==> config.mk <==
export PLATFORM = sky130hd
export DESIGN_NAME = uart_tx_arbiter_flat
export DESIGN_NICKNAME = d
export VERILOG_FILES = /design/src/rtl/uart_ctrl_pkg.sv /design/src/rtl/uart_tx_arbiter_if.sv /design/src/rtl/uart_tx_arbiter_rr_arbiter.sv /design/src/rtl/uart_tx_arbiter.sv /design/src/flat_wrapper.sv
export SDC_FILE = /design/constraint.sdc
export NUM_CORES = 1
export LEC_CHECK = 0
export BUFFER_PORTS_ARGS = -buffer_cell sky130_fd_sc_hd__buf_2
export CAP_MARGIN = 40
export CORE_MARGIN = 4
export CORE_UTILIZATION = 49
export CTS_CLUSTER_DIAMETER = 120
export CTS_CLUSTER_SIZE = 24
export DETAILED_ROUTE_END_ITERATION = 7
export PLACE_DENSITY_LB_ADDON = 0.08
export SYNTH_ARGS = -nofsm -noshare
export SYNTH_HDL_FRONTEND = slang
export SYNTH_HIERARCHICAL = 1
export SYNTH_SLANG_ARGS = --single-unit
export TNS_END_PERCENT = 5
==> constraint.sdc <==
create_clock -name clk -period 2.81 [get_ports clk]
set_clock_uncertainty 0.05 [all_clocks]
set_input_delay 0.562 -clock clk [delete_from_list [all_inputs] [get_ports clk]]
set_output_delay 0.562 -clock clk [all_outputs]
set_load 0.03 [all_outputs]
==> src/rtl/uart_ctrl_pkg.sv <==
`default_nettype none
// ----------------------------------------------------------------------------
// uart_ctrl_pkg : shared constants and FSM encoding for the UART TX arbiter
// Revision 1.0
// ----------------------------------------------------------------------------
package uart_ctrl_pkg;

   localparam int UART_DATA_W = 7;
   localparam int BAUD_TICKS  = 521;
   localparam int FRAME_BITS  = 11;

   typedef enum logic [2:0] {
      ST_RST_WAIT = 3'd0,
      ST_IDLE     = 3'd1,
      ST_START    = 3'd2,
      ST_HOLD     = 3'd3,
      ST_GAP      = 3'd4
   } arb_state_t;

   // Index width that stays legal even for a single requester.
   function automatic int id_width(input int n);
      return (n > 1) ? $clog2(n) : 1;
   endfunction

endpackage
`default_nettype wire

==> src/rtl/uart_tx_arbiter_if.sv <==
`default_nettype none
// ----------------------------------------------------------------------------
// uart_tx_arbiter_if : requester bus plus UART TX drive signals
// Revision 1.0
// ----------------------------------------------------------------------------
interface uart_tx_arbiter_if
   import uart_ctrl_pkg::*;
#(
   parameter int NUM_REQ = 4,
   parameter int DATA_W  = UART_DATA_W
);
   localparam int ID_W = id_width(NUM_REQ);

   logic [NUM_REQ-1:0]        req_valid;
   logic [NUM_REQ*DATA_W-1:0] req_data;
   logic [NUM_REQ-1:0]        req_ack;
   logic                      tx_start;
   logic [DATA_W-1:0]         datain_tx;
   logic [ID_W-1:0]           grant_id;
   logic                      busy;

   modport master (
      output req_valid, req_data,
      input  req_ack, tx_start, datain_tx, grant_id, busy
   );

   modport slave (
      input  req_valid, req_data,
      output req_ack, tx_start, datain_tx, grant_id, busy
   );

endinterface
`default_nettype wire

==> src/rtl/uart_tx_arbiter_rr_arbiter.sv <==
`default_nettype none
// ----------------------------------------------------------------------------
// rr_arbiter : combinational round-robin pick starting after the last grant
// Revision 1.0
// ----------------------------------------------------------------------------
module rr_arbiter
   import uart_ctrl_pkg::*;
#(
   parameter int NUM_REQ = 4,
   localparam int ID_W   = id_width(NUM_REQ)
) (
   input  logic [NUM_REQ-1:0] req,
   input  logic [ID_W-1:0]    last,
   output logic [NUM_REQ-1:0] gnt,
   output logic [ID_W-1:0]    idx,
   output logic               any_req
);

   always_comb begin : p_pick
      logic            found;
      int              cand;
      logic [ID_W-1:0] cand_id;
      gnt     = '0;
      idx     = last;
      any_req = |req;
      found   = 1'b0;
      cand    = 0;
      cand_id = '0;
      // Scan last+1 .. last+NUM_REQ so the previous winner is checked last.
      for (int k = 1; k <= NUM_REQ; k++) begin
         cand    = (int'(last) + k) % NUM_REQ;
         cand_id = ID_W'(cand);
         if (!found && req[cand_id]) begin
            found        = 1'b1;
            gnt[cand_id] = 1'b1;
            idx          = cand_id;
         end
      end
   end

endmodule
`default_nettype wire

==> src/rtl/uart_tx_arbiter.sv <==
`default_nettype none
// ----------------------------------------------------------------------------
// uart_tx_arbiter : round-robin share of one 7-bit UART TX, frame-timed hold
// Revision 1.0
// ----------------------------------------------------------------------------
module uart_tx_arbiter
   import uart_ctrl_pkg::*;
#(
   parameter int NUM_REQ      = 4,
   parameter int DATA_W       = UART_DATA_W,
   parameter int FRAME_CYCLES = FRAME_BITS * BAUD_TICKS,
   parameter int GAP_CYCLES   = BAUD_TICKS,
   parameter int CNT_W        = 13
) (
   input  logic                clk,
   input  logic                rst,
   uart_tx_arbiter_if.slave    bus
);

   localparam int ID_W = id_width(NUM_REQ);
   localparam logic [CNT_W-1:0] FRAME_LAST = CNT_W'(FRAME_CYCLES - 1);
   localparam logic [CNT_W-1:0] GAP_LAST   =
      (GAP_CYCLES > 0) ? CNT_W'(GAP_CYCLES - 1) : CNT_W'(0);
   localparam logic [CNT_W-1:0] CNT_ONE    = CNT_W'(1);

   if (NUM_REQ < 2 || NUM_REQ > 8) begin : g_chk_num_req
      $error("uart_tx_arbiter: NUM_REQ must be 2..8");
   end
   if (DATA_W != UART_DATA_W) begin : g_chk_data_w
      $error("uart_tx_arbiter: DATA_W must match the UART character width");
   end
   if (FRAME_CYCLES < 1 || FRAME_CYCLES >= (1 << CNT_W) ||
       GAP_CYCLES < 0 || GAP_CYCLES >= (1 << CNT_W)) begin : g_chk_cnt_w
      $error("uart_tx_arbiter: CNT_W too narrow for FRAME_CYCLES/GAP_CYCLES");
   end

   logic [DATA_W-1:0] chars [NUM_REQ];
   for (genvar i = 0; i < NUM_REQ; i++) begin : g_chars
      assign chars[i] = bus.req_data[i*DATA_W +: DATA_W];
   end

   logic [NUM_REQ-1:0] arb_gnt;
   logic [ID_W-1:0]    arb_idx;
   logic               arb_any;

   arb_state_t         state_q,     state_d;
   logic [CNT_W-1:0]   count_q,     count_d;
   logic [NUM_REQ-1:0] req_ack_q,   req_ack_d;
   logic               tx_start_q,  tx_start_d;
   logic [DATA_W-1:0]  datain_tx_q, datain_tx_d;
   logic [ID_W-1:0]    grant_id_q,  grant_id_d;
   logic               busy_q,      busy_d;

   rr_arbiter #(
      .NUM_REQ (NUM_REQ)
   ) u_rr (
      .req     (bus.req_valid),
      .last    (grant_id_q),
      .gnt     (arb_gnt),
      .idx     (arb_idx),
      .any_req (arb_any)
   );

   always_comb begin
      state_d     = state_q;
      count_d     = count_q;
      req_ack_d   = '0;
      tx_start_d  = 1'b0;
      datain_tx_d = datain_tx_q;
      grant_id_d  = grant_id_q;
      case (state_q)
         ST_RST_WAIT: begin
            // Lets a frame the UART had in flight across our reset drain out.
            if (count_q == FRAME_LAST) begin
               count_d = '0;
               state_d = ST_IDLE;
            end else begin
               count_d = count_q + CNT_ONE;
            end
         end
         ST_IDLE: begin
            if (arb_any) begin
               datain_tx_d = chars[arb_idx];
               grant_id_d  = arb_idx;
               req_ack_d   = arb_gnt;
               tx_start_d  = 1'b1;
               count_d     = '0;
               state_d     = ST_START;
            end
         end
         ST_START: begin
            state_d = ST_HOLD;
         end
         ST_HOLD: begin
            if (count_q == FRAME_LAST) begin
               count_d = '0;
               state_d = (GAP_CYCLES == 0) ? ST_IDLE : ST_GAP;
            end else begin
               count_d = count_q + CNT_ONE;
            end
         end
         ST_GAP: begin
            if (count_q == GAP_LAST) begin
               count_d = '0;
               state_d = ST_IDLE;
            end else begin
               count_d = count_q + CNT_ONE;
            end
         end
         default: begin
            count_d = '0;
            state_d = ST_RST_WAIT;
         end
      endcase
      busy_d = (state_d != ST_IDLE);
   end

   always_ff @(posedge clk) begin
      if (rst) begin
         state_q     <= ST_RST_WAIT;
         count_q     <= '0;
         req_ack_q   <= '0;
         tx_start_q  <= 1'b0;
         datain_tx_q <= '0;
         grant_id_q  <= ID_W'(NUM_REQ - 1);
         busy_q      <= 1'b1;
      end else begin
         state_q     <= state_d;
         count_q     <= count_d;
         req_ack_q   <= req_ack_d;
         tx_start_q  <= tx_start_d;
         datain_tx_q <= datain_tx_d;
         grant_id_q  <= grant_id_d;
         busy_q      <= busy_d;
      end
   end

   assign bus.req_ack   = req_ack_q;
   assign bus.tx_start  = tx_start_q;
   assign bus.datain_tx = datain_tx_q;
   assign bus.grant_id  = grant_id_q;
   assign bus.busy      = busy_q;

endmodule
`default_nettype wire

==> src/flat_wrapper.sv <==
// flat-port wrapper written by rule: the top's interface ports become plain ports
module uart_tx_arbiter_flat import uart_ctrl_pkg::*;
#(
   parameter int NUM_REQ      = 4,
   parameter int DATA_W       = UART_DATA_W,
   parameter int FRAME_CYCLES = FRAME_BITS * BAUD_TICKS,
   parameter int GAP_CYCLES   = BAUD_TICKS,
   parameter int CNT_W        = 13
)
  (clk, rst, bus_req_valid, bus_req_data, bus_req_ack, bus_tx_start, bus_datain_tx, bus_grant_id, bus_busy);
  uart_tx_arbiter_if #(.NUM_REQ(NUM_REQ), .DATA_W(DATA_W)) bus_i ();
  input  logic clk;
  input  logic rst;
  input wire logic [$bits(bus_i.req_valid)-1:0] bus_req_valid;
  input wire logic [$bits(bus_i.req_data)-1:0] bus_req_data;
  output wire logic [$bits(bus_i.req_ack)-1:0] bus_req_ack;
  output wire logic [$bits(bus_i.tx_start)-1:0] bus_tx_start;
  output wire logic [$bits(bus_i.datain_tx)-1:0] bus_datain_tx;
  output wire logic [$bits(bus_i.grant_id)-1:0] bus_grant_id;
  output wire logic [$bits(bus_i.busy)-1:0] bus_busy;
  assign bus_i.req_valid = bus_req_valid;
  assign bus_i.req_data = bus_req_data;
  assign bus_req_ack = bus_i.req_ack;
  assign bus_tx_start = bus_i.tx_start;
  assign bus_datain_tx = bus_i.datain_tx;
  assign bus_grant_id = bus_i.grant_id;
  assign bus_busy = bus_i.busy;
  uart_tx_arbiter #(.NUM_REQ(NUM_REQ), .DATA_W(DATA_W), .FRAME_CYCLES(FRAME_CYCLES), .GAP_CYCLES(GAP_CYCLES), .CNT_W(CNT_W)) u_core (.clk(clk), .rst(rst), .bus(bus_i));
endmodule
==> results_dict.tcl, run 1 <==
set metrics [dict create \
    outcome "finished, final reports clean" \
    path_class "flip-flop to flip-flop" \
    totalWireLength_um 4760 \
    root_buffer "clkbuf_8" \
    core_um2 4120 \
    grt_use_total_pct 19.3 \
    total_power_w 0.00105 \
    dp.final_hpwl_um 3590 \
    whs_ps 404 \
    synth_fp_nets 285 \
    antenna_found_initial 0 \
    cts_hold_buf 0 \
    synth.largest_area_cell "dfxtp_1" \
    yosys_most_used_dff "dfxtp_1" \
    synth-async-reset-ratio_pct 0 \
    synth_top_area_share_pct 28.8 \
    rsz0062_at_grt "false" \
    cp_max_fo 10 \
    yosysSeqAreaShare_pct 28.8 \
    synth_area_um2 2160 \
    cp.arrival_ps 2760 \
    die-area_um2 5520 \
    period_minus_slack_ps 2650 \
    wl_per_cell_um 13.6 \
    insertion_delay_ps 280 \
    maxCapViolCount 0 \
    synth_edf_count 0 \
    p_leak_nw 1.09 \
    fp-row-count 23 \
    fp.dieH_um 74.3 \
    finalMaxSlewViolations 0 \
    post_cts_buffers 0 \
    fin_nets 344 \
    drive_above_1_share_pct 33.7 \
    multi_input_area_um2 1420 \
    setup_viol_count_final 0 \
    fin_util_pct 63.7 \
    worst_setup_path_end_kind "flip-flop" \
    grt_pass1_wl_um 8380 \
    grt_pass1_vias 1906 \
    io_pins 49 \
    grt_max_degree 22 \
    synth_area_per_cell_um2 8.98 \
    yosys_warnings 6 \
    dr_total_vias 2004 \
    synth-seq-cells 31 \
    cts_tree "done" \
    final_hold_viol_count 0 \
    timing.final.crit_share_pct 94.4 \
    seqCellArea_um2 628 \
    cts_max_level 2 \
    worst_slew_pin_slew_ps 648 \
    fp.dieW_um 74.3 \
    clockBufferDepth 2 \
    syn_inst 240 \
    critPathLaunchType "flip-flop" \
    fill_cells 347 \
    drc 0 \
    relSlewSlack_pct 56.5 \
    dr.pass1.iters 4 \
    synth_cell_types 54 \
    via_per_inst 5.73 \
    worstHoldPathType "flip-flop to flip-flop" \
    area_growth_pct 21.6 \
    ys_top_cells_by_area "dfxtp_1 (29%), mux4_2 (9.4%), nand2_1 (6.8%)" \
    drtIter0Drc 103 \
    layout_setup_ws_ps 159 \
    setup_tns_ps 0 \
    n_antenna_cell 0 \
    clkTransAtPathRegs_ps 70 \
    portBuffers 48 \
    vdd_drop_max_mv 0.233 \
    power_density_nw_per_um2 400 \
    grt.overflow.total 0 \
    clock-sinks 31 \
    worstPathRequired_ps 2910 \
    cts_inserted_buffers 5 \
    antenna_left 0 \
    gp_congestion 0.852 \
    dpl_worst_slack_ps 32.7 \
    start_util_pct 52.4 \
    max_freq_mhz 377 \
]
[cells in the final DEF (no fill, tap or decap), types with 2 or more instances in the layout]
cell type  netlist  layout
buf_2            0      48
nand2_1         39      39
dfxtp_1         31      29
buf_4            0      18
a21oi_1         18      18
nor2_1          12      12
ha_1            11      10
mux4_2           9       9
a31oi_1          9       9
nand2b_1         7       7
nand3_1          7       7
clkbuf_8         1       6
inv_1            6       6
o21ai_0          6       6
and2_1           5       5
mux2i_1          5       5
nor2b_1          4       4
nand3b_1         4       4
o21ai_1          4       4
a221o_1          4       4
nor3b_1          3       3
nand4b_1         3       3
or4_4            2       2
and3_1           2       2
and3b_1          2       2
nand4_1          2       2
xnor2_1          2       2
a22o_2           2       2
dfxtp_4          0       2
o31ai_1          3       2
[final timing paths]
check	startpoint	to	slack (ps)	cells past startpoint
worst max-delay path	u_core/bus.grant_id[0]	u_core/bus.datain_tx[5]	160	9
worst min-delay path	u_core/bus.datain_tx[6]	u_core/bus.datain_tx[6]	400	2
worst max register to register	u_core/bus.grant_id[0]	u_core/bus.datain_tx[5]	160	9
worst min register to register	u_core/bus.datain_tx[6]	u_core/bus.datain_tx[6]	400	2
[Yosys cell counts, drive strengths merged (2+ instances only)]
cell	instances
nand2b	7
nor2	13
a221o	4
nand3b	4
mux4	10
or2b	2
dfxtp	31
mux2i	5
xnor2	2
nand4b	3
and3b	2
or4	2
a21oi	18
or3b	2
inv	6
and2	5
a31oi	9
o31ai	3
nor3b	3
nand4	2
and2b	2
a22o	2
buf	6
nand2	39
nand3	7
o21ai	10
clkbuf	8
nor4	2
ha	11
and3	2
nor2b	4
[report_power, final]
group	internal [W]	leakage [nW]	switching, W
Clock	0.000251	0.0594	0.000174
Combinational	0.0000913	0.779	0.0000710
Sequential	0.000447	0.250	0.0000147
[area by class of cell]
type                       count  share of cell area [%]
sequential                    31                    24.0
tap                           50                    2.39
inverter                       6                   0.859
clock inverter                 1                   0.191
multi-input combinational    189                    54.2
timing repair buffer          66                    14.3
clock buffer                   7                    4.11
[kinds of logic after synthesis]
group / share of synthesized area (%)
flip-flops: 28.8
AND/OR/NAND/NOR: 27.6
adder cells (fa/ha/maj): 6.38
XOR/XNOR: 0.813
buffers and inverters: 6.15
AO/OA/AOI/OAI: 16.8
multiplexers: 13.5
[worst max-delay path, cell delays in order (launching register included)]
cell and delay, ps:
dfxtp_4 350, buf_4 170, mux4_2 520, and2b_2 210, buf_4 130, o31ai_2 200
buf_4 230, mux4_2 500, nand2_1 80, a21oi_1 70
[registers in the layout (all words and copies together) (netlist names)]
register and flops:
u_core/bus.tx_start 1, u_core/bus.grant_id 2, u_core/state_q 3, u_core/count_q 13, u_core/bus.busy 1, u_core/bus.req_ack 4, u_core/bus.datain_tx 7
[routing by layer]
layer  up-vias  track usage, %  wire length, um  part of all wire [%]
met4         0            6.13               46                  0.97
li1       1001               -                -                     -
met1       936            25.9             2260                    48
met3         4            4.59              296                   6.2
met5         -               0                0                     0
met2        63            30.7             2150                    45
[metrics by stage]
stage / std cells / cell area (um2)
final: 350 / 2620
after CTS: 350 / 2610
after global routing: 350 / 2620
after global placement: 341 / 2490
after floorplan: 240 / 2170
after detailed placement: 342 / 2500
[what timing repair did]
item,in CTS,in global routing
gates resized for setup,0,1
endpoints found under the hold margin,0,0
setup endpoints to repair,0,7
(Power assumes the default switching activity.)
==> run 2: changes to the inputs <==
--- a/config.mk
+++ b/config.mk
@@ -5,7 +5,7 @@
 export SDC_FILE = /design/constraint.sdc
 export NUM_CORES = 1
 export LEC_CHECK = 0
-export BUFFER_PORTS_ARGS = -buffer_cell sky130_fd_sc_hd__buf_2
+export BUFFER_PORTS_ARGS = -buffer_cell sky130_fd_sc_hd__buf_4
 export CAP_MARGIN = 40
 export CORE_MARGIN = 4
 export CORE_UTILIZATION = 49
@@ -13,6 +13,7 @@
 export CTS_CLUSTER_SIZE = 24
 export DETAILED_ROUTE_END_ITERATION = 7
 export PLACE_DENSITY_LB_ADDON = 0.08
+export SKIP_CTS_REPAIR_TIMING = 1
 export SYNTH_ARGS = -nofsm -noshare
 export SYNTH_HDL_FRONTEND = slang
 export SYNTH_HIERARCHICAL = 1
==> results_dict.tcl, run 2 (same netlist as run 1, synthesis figures left out) <==
set metrics [dict create \
    io_pins 49 \
    finalMaxSlewViolations 0 \
    antenna_left 0 \
    seq_power_share_pct 43.8 \
    dr_total_vias 1962 \
    drc 0 \
    cts_inserted_buffers 5 \
    r2r_start "u_core/bus.grant_id[0]" \
    final_area_um2 2730 \
    maxCapViolCount 0 \
    cp_slowest_stage_delay_ps 570 \
    dr.pass1.iters 4 \
    via_per_inst 5.61 \
    p_leak_nw 1.12 \
    worst_setup_path_end_kind "flip-flop" \
    internal_power_w 0.000802 \
    clkTransAtPathRegs_ps 70 \
    grt_pass1_vias 1829 \
    p_sw_share_pct 24.3 \
    max_freq_mhz 381 \
    dp.cells 342 \
    gp_congestion 0.834 \
    cp_max_fo 8 \
    layout_setup_ws_ps 186 \
    power_density_nw_per_um2 388 \
    dpl_worst_slack_ps 46.4 \
    clockBufferDepth 2 \
    worstPathRequired_ps 2930 \
    crit_start "u_core/bus.grant_id[0]" \
    wl_per_cell_um 13.4 \
    path_cells "inv_1, ha_1, mux4_1, nand2b_1, a21oi_1, o31ai_1, buf_4, mux4_2, nand2_1, a21oi_1" \
    hp-start "u_core/bus.datain_tx[0]" \
    critPathLaunchType "flip-flop" \
    mostFrequentLayoutCells "buf_4 (66), nand2_1 (39), dfxtp_1 (29)" \
    timing.final.crit_share_pct 93.4 \
    instances_no_fill 350 \
    total_power_w 0.00106 \
    dp.final_hpwl_um 3570 \
    portBuffers 48 \
    relSlewSlack_pct 58.2 \
    start_util_pct 52.4 \
    vdd_drop_max_mv 0.183 \
    totalWireLength_um 4680 \
    n_antenna_cell 0 \
    cts_max_level 2 \
    drive_above_1_share_pct 33.3 \
    core_um2 4120 \
    setup_viol_count_final 0 \
    grt_use_total_pct 18.4 \
    drtIter0Drc 109 \
    fp.dieH_um 74.3 \
    setup_tns_ps 0 \
    p_clk_share_pct 40.0 \
    cts_tree "done" \
    outcome "finished, final reports clean" \
    dpl-instance-area_um2 2620 \
    grt_max_degree 22 \
    final_common_cell "buf_4" \
    insertion_delay_ps 290 \
    grt_pass1_wl_um 8000 \
    area_growth_pct 26.6 \
    critPathSlowestCell "mux4_1" \
    path_class "flip-flop to flip-flop" \
    fin_nets 344 \
    rsz0062_at_grt "false" \
    fp.dieW_um 74.3 \
    power_frac_comb_pct 16.3 \
    power.switching_w 0.000257 \
    antenna_found_initial 0 \
    worstHoldPathType "flip-flop to flip-flop" \
    grt.overflow.total 0 \
    worst_slew_pin_slew_ps 622 \
    clock-sinks 31 \
    period_minus_slack_ps 2620 \
    die-area_um2 5520 \
    root_buffer "clkbuf_8" \
    critPathBufInv 2 \
    cp.arrival_ps 2750 \
    max_flop_register "u_core/count_q" \
    final_hold_viol_count 0 \
    fp-row-count 23 \
    largest_reg_flops 13 \
    path_delay_family "multiplexers" \
    cpMostUsedCell "a21oi_1" \
]
==> run 2: cell types whose count changed in the layout (fill, tap and decap cells not counted) <==
cell   change
buf_2     -48
buf_4     +48
ha_4       -1
ha_1       +1
==> run 2: stage by stage <==
step	hold slack (ps)	util, %
floorplan	395	-
global placement	395	63.4
detailed placement	398	63.6
CTS	408	66.3
global route	445	66.3
finish	405	66.3
==> run 2: layout make-up <==
| class | instances | area (um2) |
|---|---|---|
| timing repair buffer | 66 | 495 |
| fill | 353 | 1390 |
| multi-input combinational | 189 | 1410 |
| tap | 50 | 62.6 |
| inverter | 6 | 22.5 |
| sequential | 31 | 628 |
| clock buffer | 7 | 108 |
| clock inverter | 1 | 5.00 |
==> run 2: tightest hold or removal path, stage by stage, from the launching register on <==
cell and delay, ps:
dfxtp_1 310, nand2_1 50, a21oi_1 50
==> run 2: power groups by stage <==
stage,clock network (W),logic (W),registers (W)
after global placement,0,0.000169,0.000473
final,0.000424,0.000172,0.000464
after CTS,0.000437,0.000174,0.000464
after floorplan,0,0.000116,0.000469
after global routing,0.000451,0.000189,0.000466
after detailed placement,0,0.000174,0.000474
==> run 2: worst paths after layout <==
| kind | end | slack, ps | cells past startpoint |
|---|---|---|---|
| setup / recovery | u_core/bus.datain_tx[1] | 190 | 10 |
| hold / removal | u_core/bus.datain_tx[0] | 410 | 2 |
| setup reg to reg | u_core/bus.datain_tx[1] | 190 | 10 |
| hold reg to reg | u_core/bus.datain_tx[0] | 410 | 2 |
==> run 2: per-layer routing <==
metal | track usage (%) | up-vias | part of all wire (%)
met5 | 0 | - | 0
li1 | - | 996 | -
met4 | 6.72 | 0 | 1.2
met2 | 28.9 | 53 | 44
met1 | 24.5 | 907 | 48
met3 | 4.59 | 6 | 6.4
==> run 3: changes to the inputs <==
--- a/config.mk
+++ b/config.mk
@@ -7,12 +7,14 @@
 export LEC_CHECK = 0
 export BUFFER_PORTS_ARGS = -buffer_cell sky130_fd_sc_hd__buf_4
 export CAP_MARGIN = 40
+export CELL_PAD_IN_SITES_DETAIL_PLACEMENT = 1
+export CELL_PAD_IN_SITES_GLOBAL_PLACEMENT = 1
 export CORE_MARGIN = 4
-export CORE_UTILIZATION = 49
+export CORE_UTILIZATION = 37
 export CTS_CLUSTER_DIAMETER = 120
 export CTS_CLUSTER_SIZE = 24
 export DETAILED_ROUTE_END_ITERATION = 7
-export PLACE_DENSITY_LB_ADDON = 0.08
+export PLACE_DENSITY_LB_ADDON = 0.25
 export SKIP_CTS_REPAIR_TIMING = 1
 export SYNTH_ARGS = -nofsm -noshare
 export SYNTH_HDL_FRONTEND = slang
==> constraint.sdc (replaced) <==
create_clock -name clk -period 2.81 [get_ports clk]
set_clock_uncertainty 0.05 [all_clocks]
set_input_delay 0.281 -clock clk [delete_from_list [all_inputs] [get_ports clk]]
set_output_delay 0.281 -clock clk [all_outputs]
set_load 0.03 [all_outputs]
==> results_dict.tcl, run 3 (same netlist as run 1, synthesis figures left out) <==
set metrics [dict create \
    final_hold_viol_count 0 \
    die-area_um2 7110 \
    max_freq_mhz 379 \
    setup_tns_ps 0 \
    clkTransAtPathRegs_ps 70 \
    totalWireLength_um 5380 \
    antenna_left 0 \
    setup_viol_count_final 0 \
    path_class "flip-flop to flip-flop" \
    dpl_worst_slack_ps 156 \
    clock-sinks 31 \
    vdd_drop_max_mv 0.175 \
    start_util_pct 38.7 \
    mostFrequentLayoutCells "buf_4 (58), nand2_1 (39), dfxtp_1 (29)" \
    cts_tree "done" \
    grt.overflow.total 0 \
    finalMaxSlewViolations 0 \
    critPathBufInv 2 \
    maxCapViolCount 0 \
    grt_max_degree 22 \
    worstHoldPathType "input pin to flip-flop" \
    largest_reg_flops 13 \
    path_delay_family "multiplexers" \
    dr_total_vias 1981 \
    gp_congestion 0.789 \
    timing.final.crit_share_pct 93.8 \
    worst_slew_pin_slew_ps 665 \
    worst_setup_path_end_kind "flip-flop" \
    p_leak_nw 1.07 \
    final_area_um2 2670 \
    io_pins 49 \
    fin_nets 336 \
    rsz0062_at_grt "false" \
    grt_pass1_vias 2004 \
    dr.pass1.iters 4 \
    max_flop_register "u_core/count_q" \
    grt_use_total_pct 16.0 \
    path_cells "buf_4, mux4_2, and2b_2, o31ai_2, buf_4, mux4_2, nand2_1, a21oi_1" \
    portBuffers 48 \
    layout_setup_ws_ps 175 \
    relSlewSlack_pct 55.3 \
    core_um2 5570 \
    dpl-instance-area_um2 2580 \
    cts_inserted_buffers 5 \
    critPathSlowestCell "mux4_2" \
    root_buffer "clkbuf_8" \
    drive_above_1_share_pct 31.5 \
    worstPathRequired_ps 2930 \
    critPathLaunchType "flip-flop" \
    via_per_inst 5.44 \
    wl_per_cell_um 14.8 \
    fp.dieH_um 84.3 \
    drtIter0Drc 94 \
    cp.arrival_ps 2750 \
    area_growth_pct 23.9 \
    outcome "finished, final reports clean" \
    clockBufferDepth 2 \
    drc 0 \
    cts_max_level 2 \
    antenna_found_initial 0 \
    insertion_delay_ps 280 \
    power_density_nw_per_um2 367 \
    cp_slowest_stage_delay_ps 580 \
    fp-row-count 27 \
    cp_max_fo 11 \
    n_antenna_cell 0 \
    fin_util_pct 47.9 \
    grt_pass1_wl_um 9400 \
    fp.dieW_um 84.3 \
    period_minus_slack_ps 2640 \
    dp.final_hpwl_um 4150 \
    final_common_cell "buf_4" \
]
run 3: changes by cell type in the layout (fill, tap and decap cells not counted):
cell        delta
clkinvlp_4     +1
clkbuf_8       -1
buf_4          -8
inv_4          +1
clkbuf_16      -1
run 3: final timing paths:
path	startpoint	endpoint	slack [ps]	cells past startpoint
worst max register to register	u_core/bus.grant_id[0]	u_core/bus.datain_tx[4]	170	8
worst max-delay path	u_core/bus.grant_id[0]	u_core/bus.datain_tx[4]	170	8
worst min register to register	u_core/bus.datain_tx[3]	u_core/bus.datain_tx[3]	410	2
worst min-delay path	rst	u_core/count_q[0]	280	2
run 3: per-stage QoR:
stage	power [W]	std cells	hold WS [ps]
floorplan	0.000585	240	395
global placement	0.000638	355	396
detailed placement	0.000644	356	404
CTS	0.000999	364	273
global route	0.00104	364	301
finish	0.000982	364	285
run 3: area by class of cell:
type                       instances  area, um2
timing repair buffer              58        435
fill                             697       2900
clock buffer                       5       68.8
sequential                        31        628
clock inverter                     3       18.8
inverter                           6       22.5
tap                               72       90.1
multi-input combinational        189       1410
run 3: report_power, final:
group	internal, W	switching (W)	leakage (nW)
Clock	0.000173	0.000175	0.0445
Combinational	0.0000988	0.0000717	0.775
Sequential	0.000447	0.0000160	0.250
run 3: metal layers:
layer  part of all wire [%]  up-vias  track usage, %
met5                      0        -               0
met4                   0.52        0            4.17
met3                    8.1        2            5.00
met2                     45       61            24.9
met1                     46      936            21.5
li1                       -      982               -
